$ cat config.mk
export PLATFORM = sky130hd
export DESIGN_NAME = dds_pulse_sequencer
export DESIGN_NICKNAME = d
export VERILOG_FILES = /design/src/rtl/dds_pulse_sequencer.sv
export SDC_FILE = /design/constraint.sdc
export NUM_CORES = 1
export LEC_CHECK = 0
export ABC_CLOCK_PERIOD_IN_PS = 8900
export BUFFER_PORTS_ARGS = -buffer_cell sky130_fd_sc_hd__buf_4
export CORE_MARGIN = 4
export CORE_UTILIZATION = 59
export DETAILED_ROUTE_END_ITERATION = 6
export GPL_ROUTABILITY_DRIVEN = 0
export HOLD_SLACK_MARGIN = 0.06
export PLACE_DENSITY = 0.86
export SKIP_CTS_REPAIR_TIMING = 1
export SLEW_MARGIN = 20
export SYNTH_ARGS = -nofsm -noshare
export SYNTH_HDL_FRONTEND = slang
export SYNTH_SLANG_ARGS = --single-unit
$ cat constraint.sdc
create_clock -name clk -period 8.9 [get_ports clk]
set_clock_uncertainty 0.05 [all_clocks]
set_input_delay 2.225 -clock clk [delete_from_list [all_inputs] [get_ports clk]]
set_output_delay 2.225 -clock clk [all_outputs]
set_load 0.01 [all_outputs]
$ cat src/rtl/dds_pulse_sequencer.sv
// dds_pulse_sequencer: PRI timing in microsecond ticks, transmit gating and
// generation of {OFFSET, PINC} config words for a DDS config channel.
// Modes: unmodulated, linear frequency ramp, or Barker BPSK phase coding.
module dds_pulse_sequencer #(
  parameter int FCLK_MHZ            = 125,
  parameter int PERIOD_COUNTER_BITS = 15,
  parameter int PINC_BITS           = 30,
  parameter logic [PINC_BITS-1:0] PHASE_OFFSET_180 = 30'd536870911
) (
  input  logic                           clk,
  input  logic                           rst,
  input  logic                           enable,
  input  logic [2:0]                     mode,
  input  logic [PERIOD_COUNTER_BITS-1:0] period_us,
  input  logic [PERIOD_COUNTER_BITS-1:0] width_us,
  input  logic [PINC_BITS-1:0]           pinc_start,
  input  logic [PINC_BITS-1:0]           pinc_step,
  input  logic [2:0]                     barker_sel,
  input  logic [7:0]                     chip_cycles,
  output logic [2*PINC_BITS-1:0]         cfg_tdata,
  output logic                           cfg_tvalid,
  input  logic                           cfg_tready,
  output logic                           pulse_active,
  output logic                           pulse_start
);

  localparam int PCB   = PERIOD_COUNTER_BITS;
  localparam int PSC_W = (FCLK_MHZ > 1) ? $clog2(FCLK_MHZ) : 1;
  localparam logic [PSC_W-1:0] PSC_LAST = PSC_W'(FCLK_MHZ - 1);
  localparam logic [PCB-1:0]   ONE_US   = PCB'(1);

  typedef enum logic [1:0] {S_IDLE = 2'd0, S_ON = 2'd1, S_OFF = 2'd2} state_t;

  // Barker codes left-aligned in 13 bits, first chip in bit 12.
  function automatic logic [12:0] barker_code(input logic [2:0] sel);
    case (sel)
      3'd0:    barker_code = 13'b10_00000000000;
      3'd1:    barker_code = 13'b110_0000000000;
      3'd2:    barker_code = 13'b1101_000000000;
      3'd3:    barker_code = 13'b11101_00000000;
      3'd4:    barker_code = 13'b1110010_000000;
      3'd5:    barker_code = 13'b11100010010_00;
      default: barker_code = 13'b1111100110101;
    endcase
  endfunction

  function automatic logic [3:0] barker_len(input logic [2:0] sel);
    case (sel)
      3'd0:    barker_len = 4'd2;
      3'd1:    barker_len = 4'd3;
      3'd2:    barker_len = 4'd4;
      3'd3:    barker_len = 4'd5;
      3'd4:    barker_len = 4'd7;
      3'd5:    barker_len = 4'd11;
      default: barker_len = 4'd13;
    endcase
  endfunction

  state_t                 r_state, w_state_nxt;
  logic [PSC_W-1:0]       r_presc;
  logic [PCB-1:0]         r_us;
  logic [2:0]             r_mode;
  logic [PCB-1:0]         r_period, r_width;
  logic [PINC_BITS-1:0]   r_pinc_start, r_pinc_step, r_ramp;
  logic [2:0]             r_barker_sel;
  logic [7:0]             r_chip_cycles, r_chip_cnt;
  logic [3:0]             r_chip_idx;
  logic [2*PINC_BITS-1:0] r_cfg_tdata;
  logic                   r_cfg_tvalid, r_pulse_active, r_pulse_start;

  logic                   w_tick, w_wrap, w_width_end, w_stop, w_start;
  logic [PINC_BITS-1:0]   w_ramp_nxt, w_pinc, w_off;
  logic [7:0]             w_cnt_nxt, w_chip_last;
  logic [3:0]             w_idx_nxt;
  logic [2:0]             w_sel_eff;
  logic [12:0]            w_code_sh;
  logic                   w_freq_mode, w_phase_mode, w_phase_flip;
  logic [2*PINC_BITS-1:0] w_word;

  assign w_tick      = (r_state != S_IDLE) && (r_presc == PSC_LAST);
  assign w_wrap      = w_tick && (r_us == r_period - ONE_US);
  // Pulse ends early only when it is shorter than the PRI and not continuous.
  assign w_width_end = w_tick && (r_us == r_width - ONE_US) && (r_width < r_period) && !r_mode[0];
  assign w_stop      = !enable || (period_us == {PCB{1'b0}});
  assign w_chip_last = (r_chip_cycles == 8'd0) ? 8'd0 : (r_chip_cycles - 8'd1);

  // Next-state logic; w_start marks the edge that begins a new period.
  always_comb begin
    w_state_nxt = r_state;
    w_start     = 1'b0;
    if (w_stop) begin
      w_state_nxt = S_IDLE;
    end else begin
      case (r_state)
        S_IDLE: begin
          w_state_nxt = S_ON;
          w_start     = 1'b1;
        end
        S_ON: begin
          if (w_wrap) begin
            w_state_nxt = S_ON;
            w_start     = 1'b1;
          end else if (w_width_end) begin
            w_state_nxt = S_OFF;
          end else begin
            w_state_nxt = S_ON;
          end
        end
        S_OFF: begin
          if (w_wrap) begin
            w_state_nxt = S_ON;
            w_start     = 1'b1;
          end else begin
            w_state_nxt = S_OFF;
          end
        end
        default: w_state_nxt = S_IDLE;
      endcase
    end
  end

  // Next values of the frequency ramp and Barker chip position.
  always_comb begin
    w_ramp_nxt = r_ramp;
    w_cnt_nxt  = r_chip_cnt;
    w_idx_nxt  = r_chip_idx;
    if (w_state_nxt == S_IDLE) begin
      w_ramp_nxt = {PINC_BITS{1'b0}};
      w_cnt_nxt  = 8'd0;
      w_idx_nxt  = 4'd0;
    end else if (w_start) begin
      w_ramp_nxt = pinc_start;
      w_cnt_nxt  = 8'd0;
      w_idx_nxt  = 4'd0;
    end else begin
      w_ramp_nxt = r_ramp + r_pinc_step;
      if (r_chip_idx < barker_len(r_barker_sel)) begin
        if (r_chip_cnt == w_chip_last) begin
          w_cnt_nxt = 8'd0;
          w_idx_nxt = r_chip_idx + 4'd1;
        end else begin
          w_cnt_nxt = r_chip_cnt + 8'd1;
        end
      end else begin
        w_cnt_nxt = r_chip_cnt;
      end
    end
  end

  // Config word for the next cycle; at a period start the live inputs are used
  // because they are being latched on that same edge.
  always_comb begin
    w_sel_eff    = w_start ? barker_sel : r_barker_sel;
    w_freq_mode  = w_start ? (mode[1] & mode[2])  : (r_mode[1] & r_mode[2]);
    w_phase_mode = w_start ? (mode[1] & ~mode[2]) : (r_mode[1] & ~r_mode[2]);
    w_code_sh    = barker_code(w_sel_eff) << w_idx_nxt;
    w_phase_flip = w_phase_mode && (w_idx_nxt < barker_len(w_sel_eff)) && !w_code_sh[12];
    w_off        = w_phase_flip ? PHASE_OFFSET_180 : {PINC_BITS{1'b0}};
    if (w_freq_mode) begin
      w_pinc = w_ramp_nxt;
    end else begin
      w_pinc = w_start ? pinc_start : r_pinc_start;
    end
    if (w_state_nxt == S_ON) begin
      w_word = {w_off, w_pinc};
    end else begin
      w_word = {(2*PINC_BITS){1'b0}};
    end
  end

  // State, prescaler, microsecond counter and modulation registers.
  always_ff @(posedge clk or posedge rst) begin
    if (rst) begin
      r_state    <= S_IDLE;
      r_presc    <= {PSC_W{1'b0}};
      r_us       <= {PCB{1'b0}};
      r_ramp     <= {PINC_BITS{1'b0}};
      r_chip_cnt <= 8'd0;
      r_chip_idx <= 4'd0;
    end else begin
      r_state    <= w_state_nxt;
      r_ramp     <= w_ramp_nxt;
      r_chip_cnt <= w_cnt_nxt;
      r_chip_idx <= w_idx_nxt;
      if (r_state == S_IDLE || w_state_nxt == S_IDLE || w_tick) begin
        r_presc <= {PSC_W{1'b0}};
      end else begin
        r_presc <= r_presc + {{(PSC_W-1){1'b0}}, 1'b1};
      end
      if (r_state == S_IDLE || w_state_nxt == S_IDLE || w_wrap) begin
        r_us <= {PCB{1'b0}};
      end else if (w_tick) begin
        r_us <= r_us + ONE_US;
      end
    end
  end

  // Configuration snapshot taken at every period start.
  always_ff @(posedge clk or posedge rst) begin
    if (rst) begin
      r_mode        <= 3'd0;
      r_period      <= {PCB{1'b0}};
      r_width       <= {PCB{1'b0}};
      r_pinc_start  <= {PINC_BITS{1'b0}};
      r_pinc_step   <= {PINC_BITS{1'b0}};
      r_barker_sel  <= 3'd0;
      r_chip_cycles <= 8'd0;
    end else if (w_start) begin
      r_mode        <= mode;
      r_period      <= period_us;
      r_width       <= width_us;
      r_pinc_start  <= pinc_start;
      r_pinc_step   <= pinc_step;
      r_barker_sel  <= barker_sel;
      r_chip_cycles <= chip_cycles;
    end
  end

  // Output channel: a changed word replaces whatever is pending (latest wins).
  always_ff @(posedge clk or posedge rst) begin
    if (rst) begin
      r_cfg_tdata    <= {(2*PINC_BITS){1'b0}};
      r_cfg_tvalid   <= 1'b0;
      r_pulse_active <= 1'b0;
      r_pulse_start  <= 1'b0;
    end else begin
      r_pulse_active <= (w_state_nxt == S_ON);
      r_pulse_start  <= w_start;
      if (w_word != r_cfg_tdata) begin
        r_cfg_tdata  <= w_word;
        r_cfg_tvalid <= 1'b1;
      end else if (r_cfg_tvalid && cfg_tready) begin
        r_cfg_tvalid <= 1'b0;
      end
    end
  end

  assign cfg_tdata    = r_cfg_tdata;
  assign cfg_tvalid   = r_cfg_tvalid;
  assign pulse_active = r_pulse_active;
  assign pulse_start  = r_pulse_start;

endmodule

==> reports/summary.md <==
The region available for standard cell placement spans 0.0221 mm^2. The number of warning messages in the yosys log was 0; the share of synthesized area occupied by flip-flops and latches was 38.1%. The run gives 0.153 GHz as the timing-limited maximum frequency. For the cell area after synthesis, the log shows 0.0134 mm^2. The ratio of routed vias to standard cells was 6.44. The floorplan die height was 159 um.

The endpoint type of the worst setup path was a flop. The setup path with the least slack is of type input port to flop. Port buffering added 169 buffers. Data on the critical path is required at its endpoint by 9240 ps. The overall die width was 159 um; the number of ports placed on the die boundary was 171.

After global routing the overflow that remains totals 0. The flow ran to the end, and the final reports show no timing, DRC or antenna violations. Clock root buffer: clkbuf_16. The largest individual stage delay along the critical path comes from the cell nor4_1.

The largest fanout on the critical path is 20. In the layout the commonest cells are 359 x nand2_1, 204 x dfrtp_1, 175 x buf_4, 103 x nor2_1, 99 x a21oi_1. Of the available clock period, the critical path in the final layout requires 73.5%. Yosys mapped the design onto 99 distinct sky130hd cell types. After clock tree synthesis, the clock-pin slew on the worst setup and hold paths is 60 ps. The die covers 0.0252 mm^2. The logs give 0 for the max-slew violation total from the final report and 6 for the number of search-and-repair iterations in the first detailed-routing pass. The relative area change from synthesis to final layout was 14.2%.

In this run, synthesis inferred 0 flip-flops with an integrated enable. After synthesis, the largest area contributor takes up 38.1% of total cell area. Classification of the worst-slack hold path: flop to flop.

No sink is reached through more buffers than the 3 on the longest clock path. The number of setup violations in the final report came out at 0. Of the cells placed in the final design, the portion with a size suffix greater than 1 is 14.6%. The H-tree level count was 1; the starting DRC count in detailed routing was 1432. The startpoint kind of the worst setup timing path was an input port.

Summed over all nets, the half-perimeter wirelength after detailed placement is 29100 um. At the pin with the least slew margin, the transition time is 1070 ps. The run gives 0 as the initial antenna violation count.

Yosys attributes the largest share of cell area to dfrtp_1 38%, nand2_1 10%, ha_1 5.7%. dfrtp_1 takes more of the synthesized area than any other cell. The tools report the TritonCTS buffer count as 23. Setup repair after global routing left no endpoint under its margin. The tools report the peak ir drop on the vdd network as 0.144 mV. The starting density of the core came out at 60.6%. The tools report the critical register-to-register path startpoint as r_state[0]. The worst path buffer plus inverter count was 1.

The worst pin sits at a relative slew slack of 28.0%. Among cell families on the critical path, the largest total delay comes from simple AND/OR/NAND/NOR gates. The post-detailed-route wirelength per cell was 20.2 um.

Synthesized net count: 1784. The logs give 6880 ps for the data arrival time of the critical path and 1953 for the cell total after placement. A synthesized cell averages 8.29 um^2.

The number of antenna diodes is 0. After detailed routing, the number of remaining DRC violations is 0. The routed layout has 12800 vias.

The number of nets still failing antenna checks after routing was 0; the number of clock sinks was 204. The final number of hold-violating endpoints was 0; the power per cell area was 202 mW/mm^2. The pin count of the biggest net entering global routing is 138, and the wire length of the first global-routing pass is 64000 um. After the last flow step, the layout net total stands at 1868. The fraction of registers with async set or reset after synthesis was 100%.

Beginning of the worst hold path: r_pinc_start[20]. The most used flip-flop cell after synthesis was dfrtp_1. The number of storage elements in the synthesis netlist came out at 204. The signal on the critical path passes through buf_4 -> nor4_1 -> nand4_1 -> and3_1 -> nor2_1 -> nand2_1 -> nor2_1 -> ha_1 -> nand3_1 -> nand4_1 -> a21oi_1 -> o221ai_1 -> a211oi_2 -> xor2_1 -> nor4b_2 -> nand4_1.

The count of placed standard cells in the final layout, fillers left out is 1994, and the clock latency on the worst-skew pair is 530 ps. The run gives 40300 um as the total wire length. Critical path's most frequent cell: nand4_1. The commonest non-fill, non-tap cell in the layout is nand2_1. The run gives 3210 ps as the flop-to-flop setup slack. The largest single stage delay on the critical path is 670 ps.

Max-cap check violation count: 0. Setup total negative slack on the finished layout was measured at 0 ps. The number of placement rows was 54. The worst hold path passes through 2 cells. The tools report the terminus of the critical flop-to-flop path as cfg_tvalid. The leakage power total is 7.23 nW, and the total routing resource utilization after global routing is 31.5%. The tools report the number of global-route vias before repair as 12500. After layout, the minimum clock period comes to 6540 ps. TritonCTS built the clock tree.

The total power consumption of the routed design is 3.09 mW. The number of cells on the worst reg-to-reg path is 17. Synthesis produced a netlist whose cell count is 1614. The path with the worst hold slack has its endpoint at r_pinc_start[20].
==> through the flow <==
step	util, %	area [um^2]	hold WS (ps)	setup WS [ps]
floorplan	-	13400	379	1060
global route	69.2	15300	442	2090
finish	69.2	15300	427	2360
detailed placement	65.6	14500	412	2000
CTS	69.2	15300	426	2560
global placement	65.6	14500	390	2160
==> power by group <==
part	switching (mW)	internal, mW	leakage [nW]
clock	0.400	0.616	0.385
combinational	0.564	0.354	4.23
sequential	0.120	1.04	2.62
total	1.08	2.01	7.23
==> flip-flops by register name (all words and copies together) (netlist names), 2 cells and up <==
| signal | flops |
|---|---|
| r_presc | 7 |
| r_mode | 3 |
| r_us | 15 |
| r_chip_idx | 4 |
| r_chip_cnt | 8 |
| r_pinc_step | 30 |
| r_ramp | 30 |
| r_chip_cycles | 8 |
| r_period | 15 |
| r_state | 2 |
| r_pinc_start | 30 |
| cfg_tdata | 31 |
| r_width | 15 |
| r_barker_sel | 3 |
==> synthesized netlist by cell type, types with 6 or more instances <==
cell and n:
nand2_1 359, dfrtp_1 204, nor2_1 103, a21oi_1 99, o21ai_0 76, clkbuf_1 65, ha_1 61, inv_1 57
xnor2_1 52, xor2_1 48, nor3_1 44, nand3_1 43, buf_4 34, or3_1 32, nor4_1 22, o211ai_1 21
nand4_1 17, a211oi_1 15, nand2b_1 15, a31oi_1 12, and3_1 12, mux2i_1 12, o21a_1 12, and2_1 10
a21o_1 9, nor2b_1 9, o31ai_1 9, buf_2 8, o2111ai_1 7, nor3b_1 6
==> layout make-up <==
| class | count | area [um^2] |
|---|---|---|
| sequential | 204 | 5100 |
| tap | 280 | 350 |
| clock buffer | 28 | 624 |
| inverter | 61 | 239 |
| clock inverter | 13 | 179 |
| timing repair buffer | 176 | 1330 |
| multi-input combinational | 1232 | 7450 |
| fill | 1720 | 6810 |
==> layer usage <==
metal | up-vias | part of all wire [%] | track usage (%)
li1 | 5791 | - | -
met1 | 6053 | 37 | 40.3
met2 | 801 | 47 | 50.8
met3 | 195 | 9.2 | 5.76
met4 | 0 | 6.8 | 16.9
met5 | - | 0 | 0
==> worst max path at each step <==
stage                       from      endpoint  slack [ps]  cells past startpoint
detailed placement  period_us[7]    cfg_tvalid        2000                     17
floorplan                    rst  cfg_tdata[0]        1060                      1
global route        period_us[7]    cfg_tvalid        2090                     16
finish              period_us[7]    cfg_tvalid        2360                     16
global placement    period_us[0]    cfg_tvalid        2160                     17
CTS                 period_us[0]    cfg_tvalid        2560                     16
==> worst register-to-register path, stage by stage (launching register included) <==
cell,delay [ps]
dfrtp_1,380
inv_1,80
ha_1,310
nor3_1,550
nand4_1,200
a311oi_1,670
nand4_1,800
nand2_1,660
nor2_1,230
ha_1,350
nand3_1,110
nand4_1,100
a21oi_1,170
o221ai_1,150
a211oi_2,220
xor2_1,170
nor4b_2,280
nand4_1,120
==> cell families after synthesis <==
family / Yosys count / share of synthesized area (%)
mux: 17 / 1.35
buf+inv: 178 / 6.28
other cells: 1 / 0.0280
compound gates: 349 / 17.4
simple gates: 702 / 24.2
fa+ha+maj: 62 / 5.85
xor+xnor: 101 / 6.71
flops: 204 / 38.1
Power figures use the tool's default switching activity.
